`config.mk`:
```
export PLATFORM = sky130hd
export DESIGN_NAME = dongho_display
export DESIGN_NICKNAME = d
export VERILOG_FILES = /design/src/rtl/dongho_display.sv
export SDC_FILE = /design/constraint.sdc
export NUM_CORES = 1
export LEC_CHECK = 0
export CAP_MARGIN = 20
export CORE_UTILIZATION = 54
export DETAILED_ROUTE_END_ITERATION = 8
export PLACE_DENSITY_LB_ADDON = 0.08
export RECOVER_POWER = 25
export SLEW_MARGIN = 10
export SYNTH_ARGS = -nofsm -noshare
export SYNTH_HDL_FRONTEND = slang
export SYNTH_SLANG_ARGS = --single-unit
```
`constraint.sdc`:
```
create_clock -name clk -period 8.39 [get_ports clk]
set_input_delay 2.517 -clock clk [delete_from_list [all_inputs] [get_ports clk]]
set_output_delay 2.517 -clock clk [all_outputs]
set_load 0.05 [all_outputs]
```
`src/rtl/dongho_display.sv`:
```
// ---------------------------------------------------------------------------
// dongho_display
//
// Display stage for the calendar counter. Once per display frame the six
// calendar fields and the view mode are snapshotted, each field is converted
// to BCD by a sequential shift-add-3 (double-dabble) engine, and all eight
// digits plus their decimal points are committed to the display buffer on a
// single edge. A scan counter walks the active-low digit enables across the
// buffer, holding each digit for SCAN_DIV clocks.
//
// Ports:
//   clk   - system clock
//   rst   - asynchronous active-high reset
//   sec   - seconds (6 bits)          min  - minutes (6 bits)
//   hour  - hours (5 bits)            day  - day of month (5 bits)
//   mont  - month (4 bits)            year - year (13 bits)
//   mode  - 0 = time view, 1 = date view
//   an    - digit enables, active-low one-hot, an[0] = rightmost digit
//   seg   - segments {g,f,e,d,c,b,a}, active-low
//   dp    - decimal point, active-low
//   busy  - high while a conversion (LOAD/SHIFT/COMMIT) is in progress
// ---------------------------------------------------------------------------
module dongho_display #(
    parameter int SCAN_DIV = 1000
) (
    input  logic        clk,
    input  logic        rst,
    input  logic [5:0]  sec,
    input  logic [5:0]  min,
    input  logic [4:0]  hour,
    input  logic [4:0]  day,
    input  logic [3:0]  mont,
    input  logic [12:0] year,
    input  logic        mode,
    output logic [7:0]  an,
    output logic [6:0]  seg,
    output logic        dp,
    output logic        busy
);

    localparam int CW = (SCAN_DIV > 1) ? $clog2(SCAN_DIV) : 1;
    localparam logic [CW-1:0] CNT_LAST = CW'(SCAN_DIV - 1);

    localparam logic [1:0] S_IDLE   = 2'd0;
    localparam logic [1:0] S_LOAD   = 2'd1;
    localparam logic [1:0] S_SHIFT  = 2'd2;
    localparam logic [1:0] S_COMMIT = 2'd3;

    localparam logic [3:0] BLANK = 4'hF;

    // Scan counter and digit index
    logic [CW-1:0] cnt_q, cnt_d;
    logic [2:0]    dig_q, dig_d;
    logic          frame_start;

    // Converter state
    logic [1:0]  state_q, state_d;
    logic [2:0]  field_q, field_d;
    logic [3:0]  bits_q, bits_d;
    logic [12:0] sr_q, sr_d;
    logic [14:0] bcd_q, bcd_d;
    logic [11:0] bcd_adj;
    logic [15:0] bcd_shift;
    logic [12:0] ld_val;
    logic [3:0]  ld_width;

    // Snapshot of the inputs taken at frame start
    logic [5:0]  sec_s_q, sec_s_d;
    logic [5:0]  min_s_q, min_s_d;
    logic [4:0]  hour_s_q, hour_s_d;
    logic [4:0]  day_s_q, day_s_d;
    logic [3:0]  mont_s_q, mont_s_d;
    logic [12:0] year_s_q, year_s_d;
    logic        mode_s_q, mode_s_d;

    // Per-field BCD results, held until COMMIT
    logic [7:0]  sec_r_q, sec_r_d;
    logic [7:0]  min_r_q, min_r_d;
    logic [7:0]  hour_r_q, hour_r_d;
    logic [7:0]  day_r_q, day_r_d;
    logic [7:0]  mont_r_q, mont_r_d;
    logic [15:0] year_r_q, year_r_d;

    // Display buffer: one BCD nibble per digit plus a lit flag per DP
    logic [7:0][3:0] buf_q, buf_d;
    logic [7:0]      dpb_q, dpb_d;

    // Registered outputs
    logic [7:0] an_q, an_d;
    logic [6:0] seg_q, seg_d;
    logic       dp_q, dp_d;

    // Active-low segment pattern for one BCD nibble; non-BCD codes blank.
    function automatic logic [6:0] seg_decode(input logic [3:0] nib);
        case (nib)
            4'd0:    seg_decode = 7'b1000000;
            4'd1:    seg_decode = 7'b1111001;
            4'd2:    seg_decode = 7'b0100100;
            4'd3:    seg_decode = 7'b0110000;
            4'd4:    seg_decode = 7'b0011001;
            4'd5:    seg_decode = 7'b0010010;
            4'd6:    seg_decode = 7'b0000010;
            4'd7:    seg_decode = 7'b1111000;
            4'd8:    seg_decode = 7'b0000000;
            4'd9:    seg_decode = 7'b0010000;
            default: seg_decode = 7'b1111111;
        endcase
    endfunction

    // Scan counter: cnt runs 0..SCAN_DIV-1, dig advances on the last count.
    always_comb begin
        cnt_d = cnt_q + CW'(1);
        dig_d = dig_q;
        if (cnt_q == CNT_LAST) begin
            cnt_d = '0;
            dig_d = dig_q + 3'd1;
        end
    end

    assign frame_start = (cnt_q == '0) && (dig_q == 3'd0);

    // Field selection for LOAD. Narrow fields are left-aligned in the shift
    // register so the MSB always leaves from bit 12.
    always_comb begin
        ld_val   = year_s_q;
        ld_width = 4'd13;
        case (field_q)
            3'd0: begin ld_val = {sec_s_q,  7'b0}; ld_width = 4'd6; end
            3'd1: begin ld_val = {min_s_q,  7'b0}; ld_width = 4'd6; end
            3'd2: begin ld_val = {hour_s_q, 8'b0}; ld_width = 4'd5; end
            3'd3: begin ld_val = {day_s_q,  8'b0}; ld_width = 4'd5; end
            3'd4: begin ld_val = {mont_s_q, 9'b0}; ld_width = 4'd4; end
            default: begin ld_val = year_s_q; ld_width = 4'd13; end
        endcase
    end

    // Add-3 correction on the low three BCD nibbles. The thousands nibble
    // never exceeds 4 before its final shift (inputs are below 8192), so it
    // needs no correction and only three bits of it are kept between shifts.
    always_comb begin
        bcd_adj = bcd_q[11:0];
        for (int i = 0; i < 3; i++) begin
            if (bcd_q[4*i +: 4] >= 4'd5) begin
                bcd_adj[4*i +: 4] = bcd_q[4*i +: 4] + 4'd3;
            end
        end
    end

    assign bcd_shift = {bcd_q[14:12], bcd_adj, sr_q[12]};

    // Converter FSM: snapshot at frame start, then LOAD/SHIFT per field in
    // order sec, min, hour, day, mont, year, then one COMMIT cycle.
    always_comb begin
        state_d  = state_q;
        field_d  = field_q;
        bits_d   = bits_q;
        sr_d     = sr_q;
        bcd_d    = bcd_q;
        sec_s_d  = sec_s_q;
        min_s_d  = min_s_q;
        hour_s_d = hour_s_q;
        day_s_d  = day_s_q;
        mont_s_d = mont_s_q;
        year_s_d = year_s_q;
        mode_s_d = mode_s_q;
        sec_r_d  = sec_r_q;
        min_r_d  = min_r_q;
        hour_r_d = hour_r_q;
        day_r_d  = day_r_q;
        mont_r_d = mont_r_q;
        year_r_d = year_r_q;
        buf_d    = buf_q;
        dpb_d    = dpb_q;

        case (state_q)
            S_IDLE: begin
                if (frame_start) begin
                    sec_s_d  = sec;
                    min_s_d  = min;
                    hour_s_d = hour;
                    day_s_d  = day;
                    mont_s_d = mont;
                    year_s_d = year;
                    mode_s_d = mode;
                    field_d  = 3'd0;
                    state_d  = S_LOAD;
                end
            end

            S_LOAD: begin
                bcd_d   = '0;
                sr_d    = ld_val;
                bits_d  = ld_width;
                state_d = S_SHIFT;
            end

            S_SHIFT: begin
                bcd_d  = bcd_shift[14:0];
                sr_d   = {sr_q[11:0], 1'b0};
                bits_d = bits_q - 4'd1;
                if (bits_q == 4'd1) begin
                    case (field_q)
                        3'd0:    sec_r_d  = bcd_shift[7:0];
                        3'd1:    min_r_d  = bcd_shift[7:0];
                        3'd2:    hour_r_d = bcd_shift[7:0];
                        3'd3:    day_r_d  = bcd_shift[7:0];
                        3'd4:    mont_r_d = bcd_shift[7:0];
                        default: year_r_d = bcd_shift;
                    endcase
                    if (field_q == 3'd5) begin
                        state_d = S_COMMIT;
                    end else begin
                        field_d = field_q + 3'd1;
                        state_d = S_LOAD;
                    end
                end
            end

            S_COMMIT: begin
                // All digits and DPs replace the buffer on this one edge.
                if (mode_s_q == 1'b0) begin
                    buf_d[7] = BLANK;
                    buf_d[6] = BLANK;
                    buf_d[5] = hour_r_q[7:4];
                    buf_d[4] = hour_r_q[3:0];
                    buf_d[3] = min_r_q[7:4];
                    buf_d[2] = min_r_q[3:0];
                    buf_d[1] = sec_r_q[7:4];
                    buf_d[0] = sec_r_q[3:0];
                    dpb_d    = 8'b0001_0100;
                end else begin
                    buf_d[7] = day_r_q[7:4];
                    buf_d[6] = day_r_q[3:0];
                    buf_d[5] = mont_r_q[7:4];
                    buf_d[4] = mont_r_q[3:0];
                    buf_d[3] = year_r_q[15:12];
                    buf_d[2] = year_r_q[11:8];
                    buf_d[1] = year_r_q[7:4];
                    buf_d[0] = year_r_q[3:0];
                    dpb_d    = 8'b0101_0000;
                end
                field_d = 3'd0;
                state_d = S_IDLE;
            end

            default: state_d = S_IDLE;
        endcase
    end

    // Output stage: registered from the current digit index and the buffer,
    // so outputs follow dig or a COMMIT by one clock.
    always_comb begin
        an_d  = ~(8'd1 << dig_q);
        seg_d = seg_decode(buf_q[dig_q]);
        dp_d  = ~dpb_q[dig_q];
    end

    // State registers; reset blanks the buffer and aborts any conversion.
    always_ff @(posedge clk or posedge rst) begin
        if (rst) begin
            cnt_q    <= '0;
            dig_q    <= 3'd0;
            state_q  <= S_IDLE;
            field_q  <= 3'd0;
            bits_q   <= 4'd0;
            sr_q     <= '0;
            bcd_q    <= '0;
            sec_s_q  <= '0;
            min_s_q  <= '0;
            hour_s_q <= '0;
            day_s_q  <= '0;
            mont_s_q <= '0;
            year_s_q <= '0;
            mode_s_q <= 1'b0;
            sec_r_q  <= '0;
            min_r_q  <= '0;
            hour_r_q <= '0;
            day_r_q  <= '0;
            mont_r_q <= '0;
            year_r_q <= '0;
            buf_q    <= {8{BLANK}};
            dpb_q    <= 8'h00;
            an_q     <= 8'hFF;
            seg_q    <= 7'h7F;
            dp_q     <= 1'b1;
        end else begin
            cnt_q    <= cnt_d;
            dig_q    <= dig_d;
            state_q  <= state_d;
            field_q  <= field_d;
            bits_q   <= bits_d;
            sr_q     <= sr_d;
            bcd_q    <= bcd_d;
            sec_s_q  <= sec_s_d;
            min_s_q  <= min_s_d;
            hour_s_q <= hour_s_d;
            day_s_q  <= day_s_d;
            mont_s_q <= mont_s_d;
            year_s_q <= year_s_d;
            mode_s_q <= mode_s_d;
            sec_r_q  <= sec_r_d;
            min_r_q  <= min_r_d;
            hour_r_q <= hour_r_d;
            day_r_q  <= day_r_d;
            mont_r_q <= mont_r_d;
            year_r_q <= year_r_d;
            buf_q    <= buf_d;
            dpb_q    <= dpb_d;
            an_q     <= an_d;
            seg_q    <= seg_d;
            dp_q     <= dp_d;
        end
    end

    assign an   = an_q;
    assign seg  = seg_q;
    assign dp   = dp_q;
    assign busy = (state_q != S_IDLE);

endmodule

```
==> results.yml, run 1 <==
synth:
  synth_seq_cells: 197
  synth-edff-count: 0
  ys_types: 57
  yosys.area.top_type: "dfrtp_1"
  ys_top_cells_by_area: "dfrtp_1, dfstp_2, mux2_4, ha_1, mux2i_1"
  synth_common_cells: "dfrtp_1, nand2_1, o21ai_0, nor2_1, dfstp_2"
  yosysMostFrequentCell: "dfrtp_1"
  yosys_warnings: 0
  ys.flop_type: "dfrtp_1"
  synth_area_um2: 9010
  synth.avg_cell_area_um2: 11.7
  async_reset_ff_share_pct: 100
  synth_nets: 841
  yosysTopAreaCellShare_pct: 41.4
  yosysSeqAreaShare_pct: 55.4
  syn_inst: 769
run_status:
  status: "finished, violations left"
  violations: "capacitance limit, slew limit"
detailed_routing:
  topRoutingLayerUsed: "met4"
  antenna_left: 0
  wl_met3_um: 594
  route.vias.total: 5871
  wl_um: 18300
  wl_met1_um: 8370
  avgRoutedWirePerCell_um: 17.5
  drt-initial-drc-count: 361
  routed_via_density: 5.63
  met2WireLength_um: 9020
  dr.pass1.iters: 5
  drc: 0
global_routing:
  grt_pass1_wl_um: 30700
  antenna_found_initial: 0
  grt_overflow: 0
  first_global_vias: 5969
  grt_max_degree: 80
  grt_util_all_layers_pct: 22.8
power_and_ir_drop:
  power.density_nw_per_um2: 257
  combPwrFrac_pct: 20.9
  swShare_pct: 29.2
  switchingPower_w: 0.000776
  power.internal_w: 0.00188
  max-vdd-ir-drop_mv: 0.185
  cellLeakagePower_nw: 4.59
  power_frac_seq_pct: 45.7
  power_w: 0.00265
  clkPwrFrac_pct: 33.4
layout:
  layout.cells.non_filler: 1043
  area_growth_pct: 14.9
  drive_above_1_share_pct: 18.1
  diodes: 0
  fin_nets: 886
timing:
  fin_worst_skew_ns: 0.00643
  fin_setup_tns_ns: 0
  fmax_mhz: 218
  post-route-period-util_pct: 54.7
  rsz0062_at_grt: "false"
  relSlewSlack_pct: -32.5
  holdWs_ns: 0.470
  finalHoldViolations: 0
  finalWorstSetupSlack_ns: 3.80
  finalSetupViolations: 0
  worstMarginPinSlew_ns: 1.99
  drv_slew: 62
  fin_crit_ns: 4.59
place:
  dp_hpwl_um: 11900
  place_ws_ns: 4.05
  gp_congestion: 0.792
  place_inst: 1009
  numPortBuffers: 58
floorplanning:
  rows: 46
  coreArea_um2: 16100
  die-area_um2: 17200
  die_h_um: 131
  die_x_um: 131
  io_pins: 59
  start_util_pct: 56.1
critical_path:
  path_class: "register to output pin"
  crit_fanout: 5
  required_ns: 5.87
  cp-start-kind: "register"
  r2r_slack_ns: 4.51
  cp.arrival_ns: 2.07
  crit_path_end_kind: "output pin"
clock_network:
  postCtsSetupRepairBufs: 0
  htreeDepth: 4
  clkSinkCount: 197
  numCtsBuffers: 17
  clkLatencyLatePin_ns: 0.43
  clk_pin_slew_ns: 0.07
  ctsRootBufferMaster: "clkbuf_16"
  hold_buffers: 0
  cts_tree: "done"
  cts_resized: 0
  clk_path_buf_depth: 2
min_path:
  hp-class: "register to register"
flow_run:
  max_cap_violations: 2
[registers in the layout, indices dropped and copies added (netlist names), 6 cells and up]
| name | count |
|---|---|
| seg | 7 |
| min_s_q | 6 |
| hour_r_q | 8 |
| mont_r_q | 8 |
| year_r_q | 16 |
| year_s_q | 13 |
| min_r_q | 8 |
| buf_q | 32 |
| cnt_q | 10 |
| sec_s_q | 6 |
| sec_r_q | 8 |
| sr_q | 13 |
| day_r_q | 8 |
| an | 8 |
| bcd_q | 15 |
[layout make-up]
type,count,area [um^2]
fillers,1201,5710
flip-flops and latches,197,4990
repair buffers,66,649
clock inverters,13,204
inverters,33,129
clock buffers,19,433
multi-input cells,499,3670
well taps,216,270
[power by group through the flow]
stage               Clock (W)  Sequential, W  Combinational (W)
floorplan                   0        0.00126           0.000333
global placement            0        0.00122           0.000535
detailed placement          0        0.00123           0.000557
CTS                  0.000897        0.00121           0.000561
global route         0.000933        0.00123           0.000615
finish               0.000886        0.00121           0.000556
[worst paths after layout]
kind | startpoint | endpoint | cells past startpoint
setup / recovery | state_q[0] | busy | 4
hold / removal | dpb_q[4] | dpb_q[4] | 1
setup reg to reg | state_q[0] | sec_r_q[0] | 6
hold reg to reg | dpb_q[4] | dpb_q[4] | 1
max in group asynchronous | rst | bcd_q[8] | 3
min in group asynchronous | rst | min_s_q[5] | 2
[per-stage QoR]
| step | cell area (um^2) | utilization (%) |
|---|---|---|
| after floorplan | 9010 | - |
| after global placement | 9720 | 60.5 |
| after global routing | 10300 | 64.4 |
| after detailed placement | 9720 | 60.5 |
| after CTS | 10400 | 64.5 |
| final | 10300 | 64.4 |
[per-layer routing]
metal / GRT usage, % / vias to the layer above
li1: - / 2791
met1: 30.0 / 2929
met2: 37.3 / 126
met3: 4.90 / 25
met4: 7.78 / 0
met5: 0 / -
[cells in the final DEF, fill, tap and decap left out, types with 4 or more instances in the layout]
master | Yosys | final
mux2i_1 | 34 | 34
nand2_1 | 79 | 79
a31oi_1 | 12 | 12
clkinv_2 | 0 | 4
o22a_1 | 9 | 9
a21oi_1 | 43 | 43
nand2b_1 | 5 | 5
dfstp_2 | 48 | 48
dfrtp_1 | 149 | 149
inv_1 | 30 | 29
clkbuf_1 | 29 | 5
bufinv_16 | 0 | 5
mux2_1 | 2 | 4
mux2_4 | 40 | 39
ha_1 | 30 | 30
buf_4 | 1 | 4
xnor2_1 | 9 | 9
a22oi_1 | 4 | 4
clkdlybuf4s50_1 | 0 | 57
o31ai_1 | 7 | 7
o21ai_0 | 59 | 59
mux2_2 | 15 | 14
nor3b_1 | 4 | 4
clkbuf_16 | 0 | 17
nand3_1 | 21 | 21
o2bb2ai_1 | 7 | 7
mux4_2 | 8 | 8
nor3_1 | 5 | 5
nor2_1 | 56 | 56
o22ai_1 | 6 | 6
[logic make-up after synthesis]
group	Yosys count	synth area share, %
AOI/OAI and AO/OA	168	11.5
muxes	99	14.6
adders and majority gates	30	4.17
xor gates and xnor gates	12	1.17
buffers and inverters	73	3.53
DFF	197	55.4
and+or+nand+nor	190	9.63
[worst max-delay path: stages (launching register included)]
cell and delay (ns):
dfrtp_1 0.42, inv_1 0.09, ha_1 0.25, inv_1 0.07
clkdlybuf4s50_1 0.80
(Power assumes the default switching activity.)
==> inputs of run 2 (changes only) <==
--- a/config.mk
+++ b/config.mk
@@ -6,7 +6,7 @@
 export NUM_CORES = 1
 export LEC_CHECK = 0
 export CAP_MARGIN = 20
-export CORE_UTILIZATION = 54
+export CORE_UTILIZATION = 53
 export DETAILED_ROUTE_END_ITERATION = 8
 export PLACE_DENSITY_LB_ADDON = 0.08
 export RECOVER_POWER = 25
==> constraint.sdc (replaced) <==
create_clock -name clk -period 3.9 [get_ports clk]
set_input_delay 1.17 -clock clk [delete_from_list [all_inputs] [get_ports clk]]
set_output_delay 1.17 -clock clk [all_outputs]
set_load 0.05 [all_outputs]
==> run 2 against run 1 <==
Effect of this change: global-route usage fell by 0.64 points; count of clock-buffer cells in the layout rose by 5; worst setup slack got worse by 3.1 ns; via count rose by 0.14%; register-to-register slack got worse by 3.1 ns; non-clock buffer count rose by 1; critical path depth did not move; first-iteration DRC count rose by 20%; cell area rose by 0.39%; the run still ends with capacitance limit, slew limit left; cell count rose by 0.48%; clock power rose by 110%.
==> results.yml, run 2 (synthesized netlist as in run 1, its figures left out) <==
layout:
  drive_above_1_share_pct: 19.0
  final_cell_mix: "dfrtp_1, nand2_1, o21ai_0"
  largest_reg_flops: 32
  regMostFlops: "buf_q"
  layout_commonest_cell: "dfrtp_1"
  area_growth_pct: 15.3
  diodes: 0
  layout.cells.non_filler: 1048
  top_regs: "buf_q: 32 flops, year_r_q: 16 flops, bcd_q: 15 flops"
  stdcell_area_um2: 10400
  fin_nets: 887
floorplanning:
  coreArea_um2: 16600
  rows: 47
  die_x_um: 132
  die-area_um2: 17500
  die_h_um: 132
  io_pins: 59
  start_util_pct: 54.3
detailed_routing:
  antenna_left: 0
  wl_um: 18000
  drc: 0
  dr.pass1.iters: 7
  route.vias.total: 5879
  drt-initial-drc-count: 434
  avgRoutedWirePerCell_um: 17.2
  routed_via_density: 5.61
clock_network:
  ctsRootBufferMaster: "clkbuf_16"
  hold_buffers: 0
  clkLatencyLatePin_ns: 0.43
  htreeDepth: 4
  clkSinkCount: 197
  numCtsBuffers: 17
  clk_pin_slew_ns: 0.06
  postCtsSetupRepairBufs: 0
  clk_path_buf_depth: 2
  cts_resized: 0
  cts_tree: "done"
critical_path:
  cp-start-kind: "register"
  reg2reg_to: "sr_q[11]"
  crit_chain: "inv_1, ha_1, inv_1, clkdlybuf4s50_1"
  crit_fanout: 5
  required_ns: 2.73
  r2r_slack_ns: 1.36
  r2r-start: "field_q[2]"
  slowest_delay_ns: 0.79
  crit_start: "state_q[0]"
  ff2ff_path_depth: 6
  cp_num_buf_inv: 3
  worst_path_most_repeated_cell: "inv_1"
  cp.arrival_ns: 2.07
  path_class: "register to output pin"
  cp_top_family: "buffers and inverters"
  crit_path_end_kind: "output pin"
  cpMaxStageDelayCell: "clkdlybuf4s50_1"
timing:
  fin_crit_ns: 3.24
  worstMarginPinSlew_ns: 1.90
  fmax_mhz: 308
  finalSetupViolations: 0
  rsz0062_at_grt: "false"
  relSlewSlack_pct: -26.5
  post-route-period-util_pct: 83.2
  finalHoldViolations: 0
  fin_setup_tns_ns: 0
  holdWs_ns: 0.463
  drv_slew: 145
  fin_worst_skew_ns: 0.0105
min_path:
  holdPathStages: 1
  hold_path.startpoint: "dpb_q[4]"
  min_to: "dpb_q[4]"
  hp-class: "register to register"
global_routing:
  grt_overflow: 0
  grt_pass1_wl_um: 30400
  antenna_found_initial: 0
  grt_max_degree: 145
  grt_util_all_layers_pct: 22.1
  first_global_vias: 6022
run_status:
  status: "finished, violations left"
  violations: "capacitance limit, slew limit"
place:
  dp_hpwl_um: 12300
  gp_congestion: 0.792
  post_dp_cell_area_um2: 9770
  numPortBuffers: 58
  place_inst: 1016
power_and_ir_drop:
  max-vdd-ir-drop_mv: 0.382
  cellLeakagePower_nw: 4.61
  power.density_nw_per_um2: 546
  power_w: 0.00567
flow_run:
  max_cap_violations: 1
run 2: per-stage QoR:
stage | setup WS, ns | util [%]
after floorplan | 0.223 | -
after global placement | 1.14 | 58.9
after detailed placement | 1.10 | 58.9
after CTS | 0.619 | 62.7
after global routing | 0.415 | 62.6
final | 0.657 | 62.6
run 2: metal layers:
layer | wire, um | track usage [%]
met2 | 9270 | 37.5
met3 | 570 | 4.31
met5 | 0 | 0
met1 | 7940 | 29.0
met4 | 271 | 6.45
run 2: layout make-up:
| cell class | instances | area, um^2 |
|---|---|---|
| Tap cell | 220 | 275 |
| Multi-Input combinational cell | 499 | 3700 |
| Clock inverter | 8 | 146 |
| Clock buffer | 24 | 492 |
| Fill cell | 1291 | 6200 |
| Timing Repair Buffer | 67 | 658 |
| Inverter | 33 | 128 |
| Sequential cell | 197 | 4990 |
run 2: report_power, final:
part / internal [W] / total (W) / switching, W / leakage (nW)
Clock: 0.00114 / 0.00187 / 0.000724 / 0.311
Sequential: 0.00242 / 0.00262 / 0.000196 / 2.37
Combinational: 0.000477 / 0.00118 / 0.000707 / 1.94
Total: 0.00404 / 0.00567 / 0.00163 / 4.61
run 2: worst max path at each step:
| stage | endpoint | slack [ns] | depth (start not counted) |
|---|---|---|---|
| after CTS | busy | 0.62 | 4 |
| after global placement | busy | 1.14 | 4 |
| after global routing | sec_r_q[6] | 0.41 | 3 |
| after detailed placement | busy | 1.10 | 4 |
| final | busy | 0.66 | 4 |
| after floorplan | bcd_q[0] | 0.22 | 1 |
